==> src/rtl/rssi_cca_detect_if.sv <==
// Averaged RSSI sample stream from the IQ-magnitude averaging path into the CCA detector.
// One sample per iq_rssi_valid cycle; there is no ready signal because the consumer never stalls.
interface rssi_cca_detect_if #(
    parameter int IQ_DATA_WIDTH = 16
);
    logic signed [IQ_DATA_WIDTH-1:0] iq_rssi;
    logic                            iq_rssi_valid;

    modport master (output iq_rssi, output iq_rssi_valid);
    modport slave  (input  iq_rssi, input  iq_rssi_valid);
endinterface

==> src/rtl/rssi_cca_detect.sv <==
// Hysteresis clear-channel detector on the RSSI stream, with peak/length capture per busy period.
// ch_busy follows the deciding valid sample by one cycle; every valid sample is accepted, no backpressure.
module rssi_cca_detect #(
    parameter int IQ_DATA_WIDTH = 16,
    parameter int CNT_WIDTH     = 12
) (
    input  logic                            clk,
    input  logic                            rstn,
    rssi_cca_detect_if.slave                rssi,
    input  logic                            cfg_enable,
    input  logic signed [IQ_DATA_WIDTH-1:0] cfg_thres_high,
    input  logic signed [IQ_DATA_WIDTH-1:0] cfg_thres_low,
    input  logic        [CNT_WIDTH-1:0]     cfg_assert_len,
    input  logic        [CNT_WIDTH-1:0]     cfg_deassert_len,
    output logic                            ch_busy,
    output logic                            ch_busy_rise,
    output logic                            ch_busy_fall,
    output logic        [CNT_WIDTH-1:0]     busy_len,
    output logic signed [IQ_DATA_WIDTH-1:0] rssi_peak
);
    typedef enum logic [1:0] {IDLE, ARM, BUSY, RELEASE} state_t;

    state_t                          state;
    logic        [CNT_WIDTH-1:0]     cnt;
    logic signed [IQ_DATA_WIDTH-1:0] sample;
    logic                            ge_high;
    logic                            lt_low;
    logic        [CNT_WIDTH:0]       cnt_inc;
    logic                            assert_done;
    logic                            release_done;
    logic        [CNT_WIDTH-1:0]     busy_len_inc;
    logic signed [IQ_DATA_WIDTH-1:0] peak_max;

    assign sample  = rssi.iq_rssi;
    assign ge_high = sample >= cfg_thres_high;
    assign lt_low  = sample < cfg_thres_low;

    // cnt is 0 in IDLE and BUSY, so the same ">=" test covers the len<=1 shortcut
    // and the case where the length was lowered below an in-progress count.
    assign cnt_inc      = {1'b0, cnt} + (CNT_WIDTH+1)'(1);
    assign assert_done  = cnt_inc >= {1'b0, cfg_assert_len};
    assign release_done = cnt_inc >= {1'b0, cfg_deassert_len};

    assign busy_len_inc = (&busy_len) ? busy_len : busy_len + CNT_WIDTH'(1);
    assign peak_max     = (sample > rssi_peak) ? sample : rssi_peak;

    always_ff @(posedge clk or negedge rstn) begin
        if (!rstn) begin
            state        <= IDLE;
            cnt          <= '0;
            ch_busy      <= 1'b0;
            ch_busy_rise <= 1'b0;
            ch_busy_fall <= 1'b0;
            busy_len     <= '0;
            rssi_peak    <= '0;
        end else begin
            ch_busy_rise <= 1'b0;
            ch_busy_fall <= 1'b0;
            if (!cfg_enable) begin
                state        <= IDLE;
                cnt          <= '0;
                ch_busy      <= 1'b0;
                ch_busy_fall <= ch_busy;
            end else if (rssi.iq_rssi_valid) begin
                case (state)
                    IDLE, ARM: begin
                        if (!ge_high) begin
                            state <= IDLE;
                            cnt   <= '0;
                        end else if (assert_done) begin
                            state        <= BUSY;
                            cnt          <= '0;
                            ch_busy      <= 1'b1;
                            ch_busy_rise <= 1'b1;
                            busy_len     <= CNT_WIDTH'(1);
                            rssi_peak    <= sample;
                        end else begin
                            state <= ARM;
                            cnt   <= cnt_inc[CNT_WIDTH-1:0];
                        end
                    end
                    BUSY, RELEASE: begin
                        if (lt_low && release_done) begin
                            // exiting sample is not part of the busy period statistics
                            state        <= IDLE;
                            cnt          <= '0;
                            ch_busy      <= 1'b0;
                            ch_busy_fall <= 1'b1;
                        end else begin
                            state     <= lt_low ? RELEASE : BUSY;
                            cnt       <= lt_low ? cnt_inc[CNT_WIDTH-1:0] : '0;
                            busy_len  <= busy_len_inc;
                            rssi_peak <= peak_max;
                        end
                    end
                    default: begin
                        state <= IDLE;
                        cnt   <= '0;
                    end
                endcase
            end
        end
    end
endmodule

==> src/flat_wrapper.sv <==
// flat-port wrapper written by rule: the top's interface ports become plain ports
module rssi_cca_detect_flat 
#(
    parameter int IQ_DATA_WIDTH = 16,
    parameter int CNT_WIDTH     = 12
)
  (clk, rstn, cfg_enable, cfg_thres_high, cfg_thres_low, cfg_assert_len, cfg_deassert_len, ch_busy, ch_busy_rise, ch_busy_fall, busy_len, rssi_peak, rssi_iq_rssi, rssi_iq_rssi_valid);
  rssi_cca_detect_if #(.IQ_DATA_WIDTH(IQ_DATA_WIDTH)) rssi_i ();
  input  logic clk;
  input  logic rstn;
  input  logic cfg_enable;
  input  logic signed [IQ_DATA_WIDTH-1:0] cfg_thres_high;
  input  logic signed [IQ_DATA_WIDTH-1:0] cfg_thres_low;
  input  logic        [CNT_WIDTH-1:0] cfg_assert_len;
  input  logic        [CNT_WIDTH-1:0] cfg_deassert_len;
  output logic ch_busy;
  output logic ch_busy_rise;
  output logic ch_busy_fall;
  output logic        [CNT_WIDTH-1:0] busy_len;
  output logic signed [IQ_DATA_WIDTH-1:0] rssi_peak;
  input wire logic [$bits(rssi_i.iq_rssi)-1:0] rssi_iq_rssi;
  input wire logic [$bits(rssi_i.iq_rssi_valid)-1:0] rssi_iq_rssi_valid;
  assign rssi_i.iq_rssi = rssi_iq_rssi;
  assign rssi_i.iq_rssi_valid = rssi_iq_rssi_valid;
  rssi_cca_detect #(.IQ_DATA_WIDTH(IQ_DATA_WIDTH), .CNT_WIDTH(CNT_WIDTH)) u_core (.clk(clk), .rstn(rstn), .rssi(rssi_i), .cfg_enable(cfg_enable), .cfg_thres_high(cfg_thres_high), .cfg_thres_low(cfg_thres_low), .cfg_assert_len(cfg_assert_len), .cfg_deassert_len(cfg_deassert_len), .ch_busy(ch_busy), .ch_busy_rise(ch_busy_rise), .ch_busy_fall(ch_busy_fall), .busy_len(busy_len), .rssi_peak(rssi_peak));
endmodule
==> config.mk <==
export PLATFORM = sky130hd
export DESIGN_NAME = rssi_cca_detect_flat
export DESIGN_NICKNAME = d
export VERILOG_FILES = /design/src/rtl/rssi_cca_detect_if.sv /design/src/rtl/rssi_cca_detect.sv /design/src/flat_wrapper.sv
export SDC_FILE = /design/constraint.sdc
export NUM_CORES = 1
export LEC_CHECK = 0
export CAP_MARGIN = 20
export CORE_MARGIN = 1.5
export CORE_UTILIZATION = 30
export CTS_CLUSTER_SIZE = 14
export DETAILED_ROUTE_END_ITERATION = 12
export HOLD_SLACK_MARGIN = 0.1
export SLEW_MARGIN = 25
export SYNTH_ARGS = -nofsm -noshare
export SYNTH_HDL_FRONTEND = slang
export SYNTH_SLANG_ARGS = --single-unit
==> constraint.sdc <==
create_clock -name clk -period 3.86 [get_ports clk]
set_input_delay 1.158 -clock clk [delete_from_list [all_inputs] [get_ports clk]]
set_output_delay 1.158 -clock clk [all_outputs]
set_load 0.02 [all_outputs]
==> results.toml <==
[cts]
cts_max_path_buffers = 2
cts_buffers = 5
cts.hold.buffers_added = 0
clk_transition_reported_paths_ns = 0.06
htreeDepth = 2
cts_root_buf = "clkbuf_16"
clk_latency_ns = 0.28
cts_tree = "built"
clock-sinks = 44

[sta]
fin_skew_ns = 0.00530
period_share_pct = 97.5
finalHoldViolations = 0
slew_headroom_pct = 52.2
layout_min_cycle_time_ns = 3.76
setup_viol = 0
rsz0062_at_grt = "no"
max_freq_mhz = 266
worst_slew_pin_slew_ns = 0.715
slew_viol_final = 0

[worst_setup_path]
crit_required_ns = 4.03
path_class = "in2reg"
worst_setup_path_end_kind = "flop"
crit_fanout = 13
r2r_start = "u_core.cnt[4]"
regToRegSetupSlack_ns = 0.28
crit_arrival_ns = 3.93
worstRegToRegCells = 14
timing.rr.end = "u_core.rssi_peak[3]"
startpoint_type = "primary input"

[yosys]
synth_top_family_by_area = "adder cells"
ys_ff_latch = 44
synthTopCellsByArea = "dfrtp_1 27%, ha_1 23%, inv_1 7.1%"
synth_top_area_share_pct = 26.8
synth_area_mm2 = 0.00411
synthFlopType = "dfrtp_1"
synth-xor-area-share_pct = 2.56
postSynthNetCount = 608
seq_area_frac_synth_pct = 26.8
synthMuxAreaShare_pct = 5.54
synth.most_common_cell = "inv_1"
synth_edf_count = 0
ys_types = 60
yosysTopAreaCell = "dfrtp_1"
synth_cells = 458
syn_area_per_cell_um2 = 8.97
async_flop_share_pct = 100
synth_common_cells = "78 x inv_1, 74 x ha_1, 44 x dfrtp_1, 27 x nand2_1, 20 x o21ai_0"
synthSimpleGateAreaFrac_pct = 15.8
synthAdderAreaFrac_pct = 22.5
synth_compound_area_share_pct = 18.2
yosysWarnings = 0

[floorplanning]
die_w_um = 120
die_area_mm2 = 0.0144
rows = 42
num_io_pins = 107
die_y_um = 120
start_util_pct = 30.9
core_area_mm2 = 0.0133

[drt]
num_vias = 3841
drtIter0Drc = 148
wl_per_cell_um = 14.5
ant_nets = 0
dr.pass1.iters = 4
vias_per_cell = 4.99
wl_mm = 11.2
drc_errors = 0

[outcome]
status = "finished clean"

[power]
p_per_area_mw_per_mm2 = 221
ir_drop_mv = 0.137
leakage_nw = 2.78
power_mw = 1.27

[min_path]
worstHoldStart = "u_core.rssi_peak[13]"
hold_class = "reg2reg"
holdPathEnd = "u_core.rssi_peak[13]"
min_delay_path_depth = 1

[place]
placed_area_mm2 = 0.00557
gp_congestion = 0.863
io_buffers = 106
dp.final_hpwl_mm = 9.35

[global_route]
grt_pass1_vias = 3934
track_usage_pct = 15.9
grt_pass1_wl_mm = 18.8
grt_overflow = 0
grt_max_degree = 45
antenna_found_initial = 0

[flow_run]
drv_cap = 0

[cells_and_area]
layout-drive-gt1-share_pct = 11.3
n_antenna_cell = 0
area_growth_pct = 39.7
final_nets = 743
final_cell_area_mm2 = 0.00574
-- what timing repair did --
item	CTS	global route
endpoints found under the setup margin	0	13
buffers inserted	0	0
resized for setup	0	2
-- metrics by stage --
stage                     setup TNS, ns  worst slack (ns)  hold slack [ns]  instances  utilization (%)
after global placement            -2.85            -0.170            0.528        762             41.9
after CTS                             0            0.0524            0.550        770             43.1
final                                 0            0.0954            0.548        770             43.2
after detailed placement          -4.25            -0.235            0.537        762             41.9
after floorplan                       0             0.315            0.518        458                -
after global routing                  0           0.00687            0.572        770             43.2
-- worst max-delay path by stage --
stage,from,end,slack [ns]
2_1_floorplan,cfg_thres_low[13],u_core.rssi_peak[10],0.32
3_3_place_gp,rssi_iq_rssi[14],u_core.rssi_peak[4],-0.17
3_5_place_dp,rssi_iq_rssi[14],u_core.rssi_peak[3],-0.23
4_1_cts,rssi_iq_rssi[14],u_core.rssi_peak[3],0.05
5_1_grt,rssi_iq_rssi[13],u_core.rssi_peak[3],0.007
6_report,rssi_iq_rssi[13],u_core.rssi_peak[3],0.1
-- logic make-up (layout without fill, tap and decap cells) --
logic type,after synthesis,after routing
compound gates,103,103
xor+xnor,12,12
fa+ha+maj,74,74
buf+inv,87,223
flops,44,44
mux,17,17
simple gates,121,121
-- placed cells by master, fill, tap and decap left out, drive strengths merged, types with 2 or more instances in the layout --
cell           count
a31oi              5
or2                4
and4               3
o21ai             20
dfrtp             44
a211o              3
nand2b             5
nand3             19
o2111ai            3
xor2               3
nand4             17
nand2             27
o311ai             3
a21oi             15
xnor2              9
a41oi              2
buf               32
and3               4
nor2              19
a21o               5
a311oi             2
ha                74
inv               78
nor3b              2
o211ai             7
nor3               5
nor4               4
mux2              16
a32o               2
a211oi             9
nor2b              5
or3                2
o21a               5
o22ai              2
clkbuf             6
a22o               9
clkdlybuf4s50    104
-- state kept, by name, summed over array words and instances, names as in the netlist --
name and count:
u_core.busy_len 12, u_core.rssi_peak 16, u_core.ch_busy 1, u_core.state 1, u_core.ch_busy_fall 1, u_core.cnt 12
u_core.ch_busy_rise 1
-- critical path, cell delays in order --
cell	delay (ns)
clkdlybuf4s50_1	0.48
ha_1	0.35
a21oi_1	0.17
o22ai_1	0.09
or4b_1	0.50
o22a_2	0.28
nand2b_4	0.17
a31oi_4	0.19
buf_12	0.19
mux2_2	0.35
-- routing by layer --
metal / GRT usage, % / wire length [um]
met5: 0 / 0
met4: 2.31 / 50
met3: 2.52 / 572
met2: 30.0 / 5750
met1: 19.3 / 4810
-- report_power, final --
| part | total [mW] | internal [mW] | switching (mW) |
|---|---|---|---|
| registers | 0.478 | 0.468 | 0.00952 |
| clock network | 0.480 | 0.305 | 0.176 |
| logic | 0.308 | 0.168 | 0.140 |
-- layout make-up --
cell class / instances / area [um2]
inverter: 78 / 293
sequential: 44 / 1100
timing repair buffer: 137 / 1310
fill: 1301 / 7560
clock buffer: 6 / 129
multi-input combinational: 327 / 2660
clock inverter: 2 / 35.0
tap: 176 / 220
(Power assumes the default switching activity.)
